$ cat src/rtl/aes_uart_cmd_sequencer_pkg.sv
// Shared definitions for the UART command sequencer: frame layout, command and
// status bytes, FSM state encoding and frame pack/unpack helpers.
package aes_uart_pkg;

   localparam int unsigned FRAME_BYTES = 18;
   localparam int unsigned FRAME_W     = FRAME_BYTES * 8;

   typedef logic [7:0]   byte_t;
   typedef logic [127:0] block_t;

   localparam byte_t CMD_KEY     = "C";
   localparam byte_t CMD_TEXT    = "D";
   localparam byte_t CMD_ENC     = "E";
   localparam byte_t CMD_DKEY    = "K";
   localparam byte_t CMD_DEC     = "X";
   localparam byte_t CMD_RD_ENC  = "@";
   localparam byte_t CMD_RD_DEC  = 8'h60;
   localparam byte_t CMD_RD_KEY  = "a";
   localparam byte_t CMD_RD_TEXT = "b";
   localparam byte_t CMD_PING    = "A";

   localparam byte_t STAT_OK      = "K";
   localparam byte_t STAT_TIMEOUT = "T";
   localparam byte_t STAT_UNKNOWN = "?";

   localparam block_t PING_DATA = 128'h0123456789ABCDEF0123456789ABCDEF;

   typedef enum logic [1:0] {
      S_IDLE,
      S_EXEC,
      S_WAIT,
      S_RESP
   } state_t;

   function automatic byte_t frame_cmd(input logic [FRAME_W-1:0] f);
      return f[7:0];
   endfunction

   function automatic byte_t frame_copy(input logic [FRAME_W-1:0] f);
      return f[FRAME_W-1 -: 8];
   endfunction

   function automatic block_t frame_payload(input logic [FRAME_W-1:0] f);
      return f[135:8];
   endfunction

   function automatic logic [FRAME_W-1:0] pack_frame(input byte_t hi, input block_t data,
                                                     input byte_t lo);
      return {hi, data, lo};
   endfunction

endpackage

$ cat src/rtl/aes_uart_cmd_sequencer_if.sv
// Frame, AES-core and status signals between uart_top, the sequencer and the AES cores.
interface aes_uart_cmd_sequencer_if;
   import aes_uart_pkg::*;

   logic [FRAME_W-1:0] rx_frame;
   logic               rx_valid;
   logic               tx_ready;
   logic [FRAME_W-1:0] tx_frame;
   logic               tx_send;
   logic [127:0]       aes_key;
   logic [127:0]       aes_text;
   logic               enc_ld;
   logic               dec_kld;
   logic               dec_ld;
   logic               enc_done;
   logic [127:0]       enc_text_out;
   logic               dec_kdone;
   logic               dec_done;
   logic [127:0]       dec_text_out;
   logic               busy;
   logic [7:0]         drop_cnt;

   modport master (
      input  rx_frame, rx_valid, tx_ready, enc_done, enc_text_out,
             dec_kdone, dec_done, dec_text_out,
      output tx_frame, tx_send, aes_key, aes_text, enc_ld, dec_kld, dec_ld,
             busy, drop_cnt
   );

   modport slave (
      output rx_frame, rx_valid, tx_ready, enc_done, enc_text_out,
             dec_kdone, dec_done, dec_text_out,
      input  tx_frame, tx_send, aes_key, aes_text, enc_ld, dec_kld, dec_ld,
             busy, drop_cnt
   );

endinterface

$ cat src/rtl/aes_uart_cmd_sequencer_timer.sv
// Wait timer for AES done: counts while enabled, flags the last allowed cycle.
module aes_wait_timer #(
   parameter int unsigned TIMEOUT_CYCLES = 4096,
   parameter int unsigned TO_W           = 13
) (
   input  logic clk,
   input  logic reset,
   input  logic clear_i,
   input  logic en_i,
   output logic expired_o
);

   logic [TO_W-1:0] count_q;

   // Fires in the cycle whose edge would bring the count to TIMEOUT_CYCLES.
   assign expired_o = en_i && (count_q == TO_W'(TIMEOUT_CYCLES - 1));

   always_ff @(posedge clk) begin
      if (reset || clear_i) begin
         count_q <= '0;
      end else if (en_i && !expired_o) begin
         count_q <= count_q + TO_W'(1);
      end
   end

endmodule

$ cat src/rtl/aes_uart_cmd_sequencer.sv
// Validates UART command frames, drives the AES cores and builds response frames.
module aes_uart_cmd_sequencer #(
   parameter int unsigned FRAME_BYTES    = 18,
   parameter int unsigned TIMEOUT_CYCLES = 4096,
   parameter int unsigned TO_W           = 13
) (
   input logic                       clk,
   input logic                       reset,
   aes_uart_cmd_sequencer_if.master  bus
);
   import aes_uart_pkg::*;

   logic [FRAME_BYTES*8-1:0] rx_frame;
   state_t                   state_q;
   byte_t                    cmd_q;
   block_t                   payload_q, key_q, text_q, enc_res_q, dec_res_q;
   logic [FRAME_W-1:0]       tx_frame_q;
   logic                     enc_ld_q, dec_kld_q, dec_ld_q;
   logic [7:0]               drop_cnt_q;

   byte_t  rx_cmd, exec_status;
   logic   rx_ok, exec_wait, done_seen, timeout;
   block_t exec_data, done_data;

   assign rx_frame = bus.rx_frame;
   assign rx_cmd   = frame_cmd(rx_frame);
   assign rx_ok    = (rx_cmd == frame_copy(rx_frame));

   always_comb begin
      exec_status = STAT_OK;
      exec_data   = '0;
      exec_wait   = 1'b0;
      case (cmd_q)
         CMD_KEY, CMD_TEXT:          exec_data = payload_q;
         CMD_ENC, CMD_DKEY, CMD_DEC: exec_wait = 1'b1;
         CMD_RD_ENC:                 exec_data = enc_res_q;
         CMD_RD_DEC:                 exec_data = dec_res_q;
         CMD_RD_KEY:                 exec_data = key_q;
         CMD_RD_TEXT:                exec_data = text_q;
         CMD_PING:                   exec_data = PING_DATA;
         default:                    exec_status = STAT_UNKNOWN;
      endcase
      done_seen = 1'b0;
      done_data = '0;
      case (cmd_q)
         CMD_ENC:  begin done_seen = bus.enc_done; done_data = bus.enc_text_out; end
         CMD_DKEY: done_seen = bus.dec_kdone;
         CMD_DEC:  begin done_seen = bus.dec_done; done_data = bus.dec_text_out; end
         default:  done_seen = 1'b0;
      endcase
   end

   aes_wait_timer #(
      .TIMEOUT_CYCLES(TIMEOUT_CYCLES),
      .TO_W          (TO_W)
   ) u_timer (
      .clk      (clk),
      .reset    (reset),
      .clear_i  (state_q != S_WAIT),
      .en_i     (state_q == S_WAIT),
      .expired_o(timeout)
   );

   always_ff @(posedge clk) begin
      if (reset) begin
         state_q    <= S_IDLE;
         cmd_q      <= '0;
         payload_q  <= '0;
         key_q      <= '0;
         text_q     <= '0;
         enc_res_q  <= '0;
         dec_res_q  <= '0;
         tx_frame_q <= '0;
         enc_ld_q   <= 1'b0;
         dec_kld_q  <= 1'b0;
         dec_ld_q   <= 1'b0;
         drop_cnt_q <= '0;
      end else begin
         enc_ld_q  <= 1'b0;
         dec_kld_q <= 1'b0;
         dec_ld_q  <= 1'b0;
         if (bus.rx_valid && (state_q != S_IDLE || !rx_ok) && drop_cnt_q != '1) begin
            drop_cnt_q <= drop_cnt_q + 8'd1;
         end
         unique case (state_q)
            S_IDLE: begin
               // Strobes are registered here so they are high exactly during EXEC.
               if (bus.rx_valid && rx_ok) begin
                  cmd_q     <= rx_cmd;
                  payload_q <= frame_payload(rx_frame);
                  enc_ld_q  <= (rx_cmd == CMD_ENC);
                  dec_kld_q <= (rx_cmd == CMD_DKEY);
                  dec_ld_q  <= (rx_cmd == CMD_DEC);
                  state_q   <= S_EXEC;
               end
            end
            S_EXEC: begin
               if (cmd_q == CMD_KEY)  key_q  <= payload_q;
               if (cmd_q == CMD_TEXT) text_q <= payload_q;
               if (exec_wait) begin
                  state_q <= S_WAIT;
               end else begin
                  tx_frame_q <= pack_frame(cmd_q, exec_data, exec_status);
                  state_q    <= S_RESP;
               end
            end
            S_WAIT: begin
               if (done_seen) begin
                  if (cmd_q == CMD_ENC) enc_res_q <= bus.enc_text_out;
                  if (cmd_q == CMD_DEC) dec_res_q <= bus.dec_text_out;
                  tx_frame_q <= pack_frame(cmd_q, done_data, STAT_OK);
                  state_q    <= S_RESP;
               end else if (timeout) begin
                  tx_frame_q <= pack_frame(cmd_q, '0, STAT_TIMEOUT);
                  state_q    <= S_RESP;
               end
            end
            S_RESP: begin
               if (bus.tx_ready) state_q <= S_IDLE;
            end
            default: state_q <= S_IDLE;
         endcase
      end
   end

   assign bus.tx_frame = tx_frame_q;
   assign bus.tx_send  = (state_q == S_RESP) && bus.tx_ready;
   assign bus.aes_key  = key_q;
   assign bus.aes_text = text_q;
   assign bus.enc_ld   = enc_ld_q;
   assign bus.dec_kld  = dec_kld_q;
   assign bus.dec_ld   = dec_ld_q;
   assign bus.busy     = (state_q != S_IDLE);
   assign bus.drop_cnt = drop_cnt_q;

endmodule
$ cat src/flat_wrapper.sv
// flat-port wrapper written by rule: the top's interface ports become plain ports
module aes_uart_cmd_sequencer_flat import aes_uart_pkg::*;
#(
   parameter int unsigned FRAME_BYTES    = 18,
   parameter int unsigned TIMEOUT_CYCLES = 4096,
   parameter int unsigned TO_W           = 13
)
  (clk, reset, bus_rx_frame, bus_rx_valid, bus_tx_ready, bus_enc_done, bus_enc_text_out, bus_dec_kdone, bus_dec_done, bus_dec_text_out, bus_tx_frame, bus_tx_send, bus_aes_key, bus_aes_text, bus_enc_ld, bus_dec_kld, bus_dec_ld, bus_busy, bus_drop_cnt);
  aes_uart_cmd_sequencer_if bus_i ();
  input logic clk;
  input logic reset;
  input wire logic [$bits(bus_i.rx_frame)-1:0] bus_rx_frame;
  input wire logic [$bits(bus_i.rx_valid)-1:0] bus_rx_valid;
  input wire logic [$bits(bus_i.tx_ready)-1:0] bus_tx_ready;
  input wire logic [$bits(bus_i.enc_done)-1:0] bus_enc_done;
  input wire logic [$bits(bus_i.enc_text_out)-1:0] bus_enc_text_out;
  input wire logic [$bits(bus_i.dec_kdone)-1:0] bus_dec_kdone;
  input wire logic [$bits(bus_i.dec_done)-1:0] bus_dec_done;
  input wire logic [$bits(bus_i.dec_text_out)-1:0] bus_dec_text_out;
  output wire logic [$bits(bus_i.tx_frame)-1:0] bus_tx_frame;
  output wire logic [$bits(bus_i.tx_send)-1:0] bus_tx_send;
  output wire logic [$bits(bus_i.aes_key)-1:0] bus_aes_key;
  output wire logic [$bits(bus_i.aes_text)-1:0] bus_aes_text;
  output wire logic [$bits(bus_i.enc_ld)-1:0] bus_enc_ld;
  output wire logic [$bits(bus_i.dec_kld)-1:0] bus_dec_kld;
  output wire logic [$bits(bus_i.dec_ld)-1:0] bus_dec_ld;
  output wire logic [$bits(bus_i.busy)-1:0] bus_busy;
  output wire logic [$bits(bus_i.drop_cnt)-1:0] bus_drop_cnt;
  assign bus_i.rx_frame = bus_rx_frame;
  assign bus_i.rx_valid = bus_rx_valid;
  assign bus_i.tx_ready = bus_tx_ready;
  assign bus_i.enc_done = bus_enc_done;
  assign bus_i.enc_text_out = bus_enc_text_out;
  assign bus_i.dec_kdone = bus_dec_kdone;
  assign bus_i.dec_done = bus_dec_done;
  assign bus_i.dec_text_out = bus_dec_text_out;
  assign bus_tx_frame = bus_i.tx_frame;
  assign bus_tx_send = bus_i.tx_send;
  assign bus_aes_key = bus_i.aes_key;
  assign bus_aes_text = bus_i.aes_text;
  assign bus_enc_ld = bus_i.enc_ld;
  assign bus_dec_kld = bus_i.dec_kld;
  assign bus_dec_ld = bus_i.dec_ld;
  assign bus_busy = bus_i.busy;
  assign bus_drop_cnt = bus_i.drop_cnt;
  aes_uart_cmd_sequencer #(.FRAME_BYTES(FRAME_BYTES), .TIMEOUT_CYCLES(TIMEOUT_CYCLES), .TO_W(TO_W)) u_core (.clk(clk), .reset(reset), .bus(bus_i));
endmodule
$ cat config.mk
export PLATFORM = sky130hd
export DESIGN_NAME = aes_uart_cmd_sequencer_flat
export DESIGN_NICKNAME = d
export VERILOG_FILES = /design/src/rtl/aes_uart_cmd_sequencer_pkg.sv /design/src/rtl/aes_uart_cmd_sequencer_if.sv /design/src/rtl/aes_uart_cmd_sequencer_timer.sv /design/src/rtl/aes_uart_cmd_sequencer.sv /design/src/flat_wrapper.sv
export SDC_FILE = /design/constraint.sdc
export NUM_CORES = 2
export LEC_CHECK = 0
export BUFFER_PORTS_ARGS = -buffer_cell sky130_fd_sc_hd__buf_4
export CAP_MARGIN = 20
export CELL_PAD_IN_SITES_DETAIL_PLACEMENT = 1
export CELL_PAD_IN_SITES_GLOBAL_PLACEMENT = 1
export CORE_MARGIN = 2
export CORE_UTILIZATION = 36
export DETAILED_ROUTE_END_ITERATION = 7
export HOLD_SLACK_MARGIN = 0.06
export MAX_ROUTING_LAYER = met4
export PLACE_DENSITY_LB_ADDON = 0.1
export SYNTH_ARGS = -nofsm -noshare
export SYNTH_HDL_FRONTEND = slang
export SYNTH_SLANG_ARGS = --single-unit
$ cat constraint.sdc
create_clock -name clk -period 2.1 [get_ports clk]
set_input_delay 0.315 -clock clk [delete_from_list [all_inputs] [get_ports clk]]
set_output_delay 0.315 -clock clk [all_outputs]
set_load 0.1 [all_outputs]
==> flow_summary.toml <==
[pwr]
p_per_area_mw_per_mm2 = 895.3
power.share.clock_pct = 33.0
p_comb_share_pct = 32.3
power_frac_seq_pct = 34.7
p_int_mw = 30.61
peakVddDrop_uv = 1393
p_leak_nw = 21.46
swShare_pct = 41.64
switchingPower_mw = 21.83

[die]
die-area_sq_mm = 0.1036
die_x_um = 321.9
start_util_pct = 36.33
dieHeight_um = 321.9
io_pins = 820
fp-row-count = 116
core_area_sq_mm = 0.1001

[synth]
synth_cells = 4667
synth_ff_type = "dfxtp_1"
synth_area_sq_mm = 0.03639
synth_top_area_share_pct = 44.79
async_reset_ff_share_pct = 0
synth_seq_area_share_pct = 44.79
synth_fp_nets = 5080
ys_warn_count = 0
yosysUniqueCellTypes = 62
synth_top_cells_by_area = "dfxtp_1, nand2_1, a21oi_1, a22o_1, a311oi_1"
synth_seq_cells = 814
synth-edff-count = 0
avgSynthCellArea_sq_um = 7.796
synth_top_area_cell = "dfxtp_1"

[global_route]
antenna_found_initial = 26
grt_pass1_vias = 43860
grtUsageMet1_pct = 47.00
grtUsageMet3_pct = 5.640
grt_pass1_wl_mm = 291.5
grt_use_total_pct = 38.61
overflow = 0
use_met2_pct = 60.96
grt_max_degree = 115
grt.busiest_layer = "met2"

[critical_path]
end_kind = "register"
cp_slowest_stage_delay_ps = 370
worstSetupStartpointType = "register"
cp.depth = 10
crit_type = "reg -> reg"
cp_top_family = "compound AO/OA/AOI/OAI gates"
r2r-start = "u_core.cmd_q[4]$_SDFFE_PP0P_"
cp.arrival_ps = 2970
critical_path.cell_chain = "buf_6 -> buf_6 -> nor4_4 -> o2111ai_2 -> a21oi_4 -> buf_12 -> buf_12 -> buf_16 -> o21ai_0 -> a311oi_1"
crit_fanout = 7
crit_path_start = "u_core.cmd_q[4]$_SDFFE_PP0P_"
required_ps = 2690
path_buf_inv = 5
r2r_cells = 10
cpMaxStageDelayCell = "dfxtp_4"

[placement]
post-place-ws_ps = -200.4
port_buffers = 818
gp_congestion = 0.9001
hpwl_mm = 134.9

[timing]
rsz0062_at_grt = "yes"
post-route-min-period_ps = 2387
hold_viol_final = 0
worst_pin_slew_ps = 595.8
finalSetupTns_ps = -61960
clock_skew_ps = 21.11
slew_viol_final = 0
fmax_mhz = 419.0
slew_headroom_pct = 60.28
post-route-period-util_pct = 113.7
fin_ws_ps = -286.9
whs_ps = 160.4
finalSetupViolations = 603

[final_layout]
nets = 6448
layout_commonest_cell = "nand2_1"
n_fill_cell = 11440
drive_gt1_share_pct = 30.07
multi_input_area_sq_mm = 0.01931
layout.area.seq_sq_mm = 0.01633
area_growth_syn_to_layout_pct = 60.98
layout_common_cells = "nand2_1, buf_4, dfxtp_1"

[clock_tree]
path_clk_slew_ps = 60
clk_path_buf_depth = 3
numClockSinks = 814
cts_tree = "yes"
insertion_delay_ps = 700
ctsRootBufferMaster = "clkbuf_16"
htreeDepth = 3
cts_made_buffers = 93

[drt]
drt-wirelength-per-cell_um = 30.33
drt_first_pass_iters = 5
post_drt_via_cell_ratio = 6.088
drc = 0
dr_total_vias = 45270
drt_iter0_drc = 5184
postRouteAntennaNets = 0
wl_mm = 225.5

[run]
max_cap_violations = 0

[worst_hold_path]
worstHoldStart = "bus_tx_ready"
holdPathStages = 4
hp-class = "in -> reg"

[run_status]
violations = "negative setup slack"
outcome = "complete, but fails checks"
flip-flops by register name, indices dropped and copies added (netlist names):
signal and flops:
u_core.bus.aes_key 128, u_core.bus.enc_ld 1, u_core.dec_res_q 128, u_core.bus.aes_text 128, u_core.bus.dec_kld 1, u_core.u_timer.count_q 13, u_core.bus.tx_frame 140, u_core.bus.dec_ld 1
u_core.state_q 2, u_core.bus.drop_cnt 8, u_core.payload_q 128, u_core.enc_res_q 128, u_core.cmd_q 8
cells in the mapped netlist (8+ instances only):
cell	instances
nand2_1	1440
a21oi_1	827
dfxtp_1	814
a22o_1	252
buf_2	209
clkbuf_1	195
nor2_1	142
a311oi_1	129
o21ai_0	91
a22oi_1	89
mux2_2	66
nand3_1	55
nor2b_1	45
buf_4	37
mux2i_1	36
o32a_1	35
o31ai_1	29
o21ai_1	28
inv_1	11
xnor2_1	11
buf_1	9
and3_1	8
nor3_1	8
path summary, 6_finish.rpt:
path / slack (ps) / endpoint
max reg2reg: -290 / u_core.bus.tx_frame[116]$_SDFFE_PP0P_
min: 160 / u_core.state_q[0]$_SDFFE_PP0P_
min reg2reg: 460 / u_core.dec_res_q[26]$_SDFFE_PP0P_
max: -290 / u_core.bus.tx_frame[116]$_SDFFE_PP0P_
worst min-delay path: cells and delay by family:
family          cells  cell delay, ps
buf+inv             1              80
simple gates        2             300
compound gates      1             100
logic make-up after synthesis:
family	count (synthesis)	share of synthesized area, %
AOI/OAI and AO/OA	1504	26.18
muxes	102	3.033
buffers and inverters	463	5.918
xor gates and xnor gates	17	0.4092
adders and majority gates	6	0.2063
DFF	814	44.79
and+or+nand+nor	1760	19.46
other	1	0.01031
stage by stage:
step / cell area [sq um] / instances / utilization (%) / power, mW
6_report: 58570 / 7437 / 58.49 / 52.44
3_3_place_gp: 46980 / 6697 / 46.92 / 33.91
4_1_cts: 55350 / 7310 / 55.27 / 51.70
2_1_floorplan: 36390 / 4667 / - / 29.31
5_1_grt: 58570 / 7436 / 58.49 / 53.40
3_5_place_dp: 46980 / 6697 / 46.92 / 33.99
power groups by stage:
stage,sequential (mW),combinational [mW],clock [mW]
after global routing,18.2,17.2,18.0
after floorplan,27.5,1.85,0
after detailed placement,18.4,15.6,0
after global placement,18.4,15.5,0
final,18.2,17.0,17.3
after CTS,18.1,16.4,17.3
final cells by class:
cell class	count	area share, %
clock buffers	137	4.674
inverters	11	0.07476
repair buffers	1725	30.81
diodes	27	0.1154
well taps	1298	2.773
multi-input cells	3390	32.96
clock inverters	35	0.7113
flip-flops and latches	814	27.88
metal layers:
layer	vias to the layer above	routed length, um
li1	19070	-
met1	22500	86420
met2	2844	101900
met3	853	21100
met4	0	16150
met5	-	0
repair_timing:
item,CTS,global route
gates cloned,20,62
hold buffers,393,0
setup endpoints to repair,295,667
buffers inserted,30,42
gates resized for setup,136,375
pin swaps,58,156
hold endpoints to repair,393,0
(Power assumes the default switching activity.)
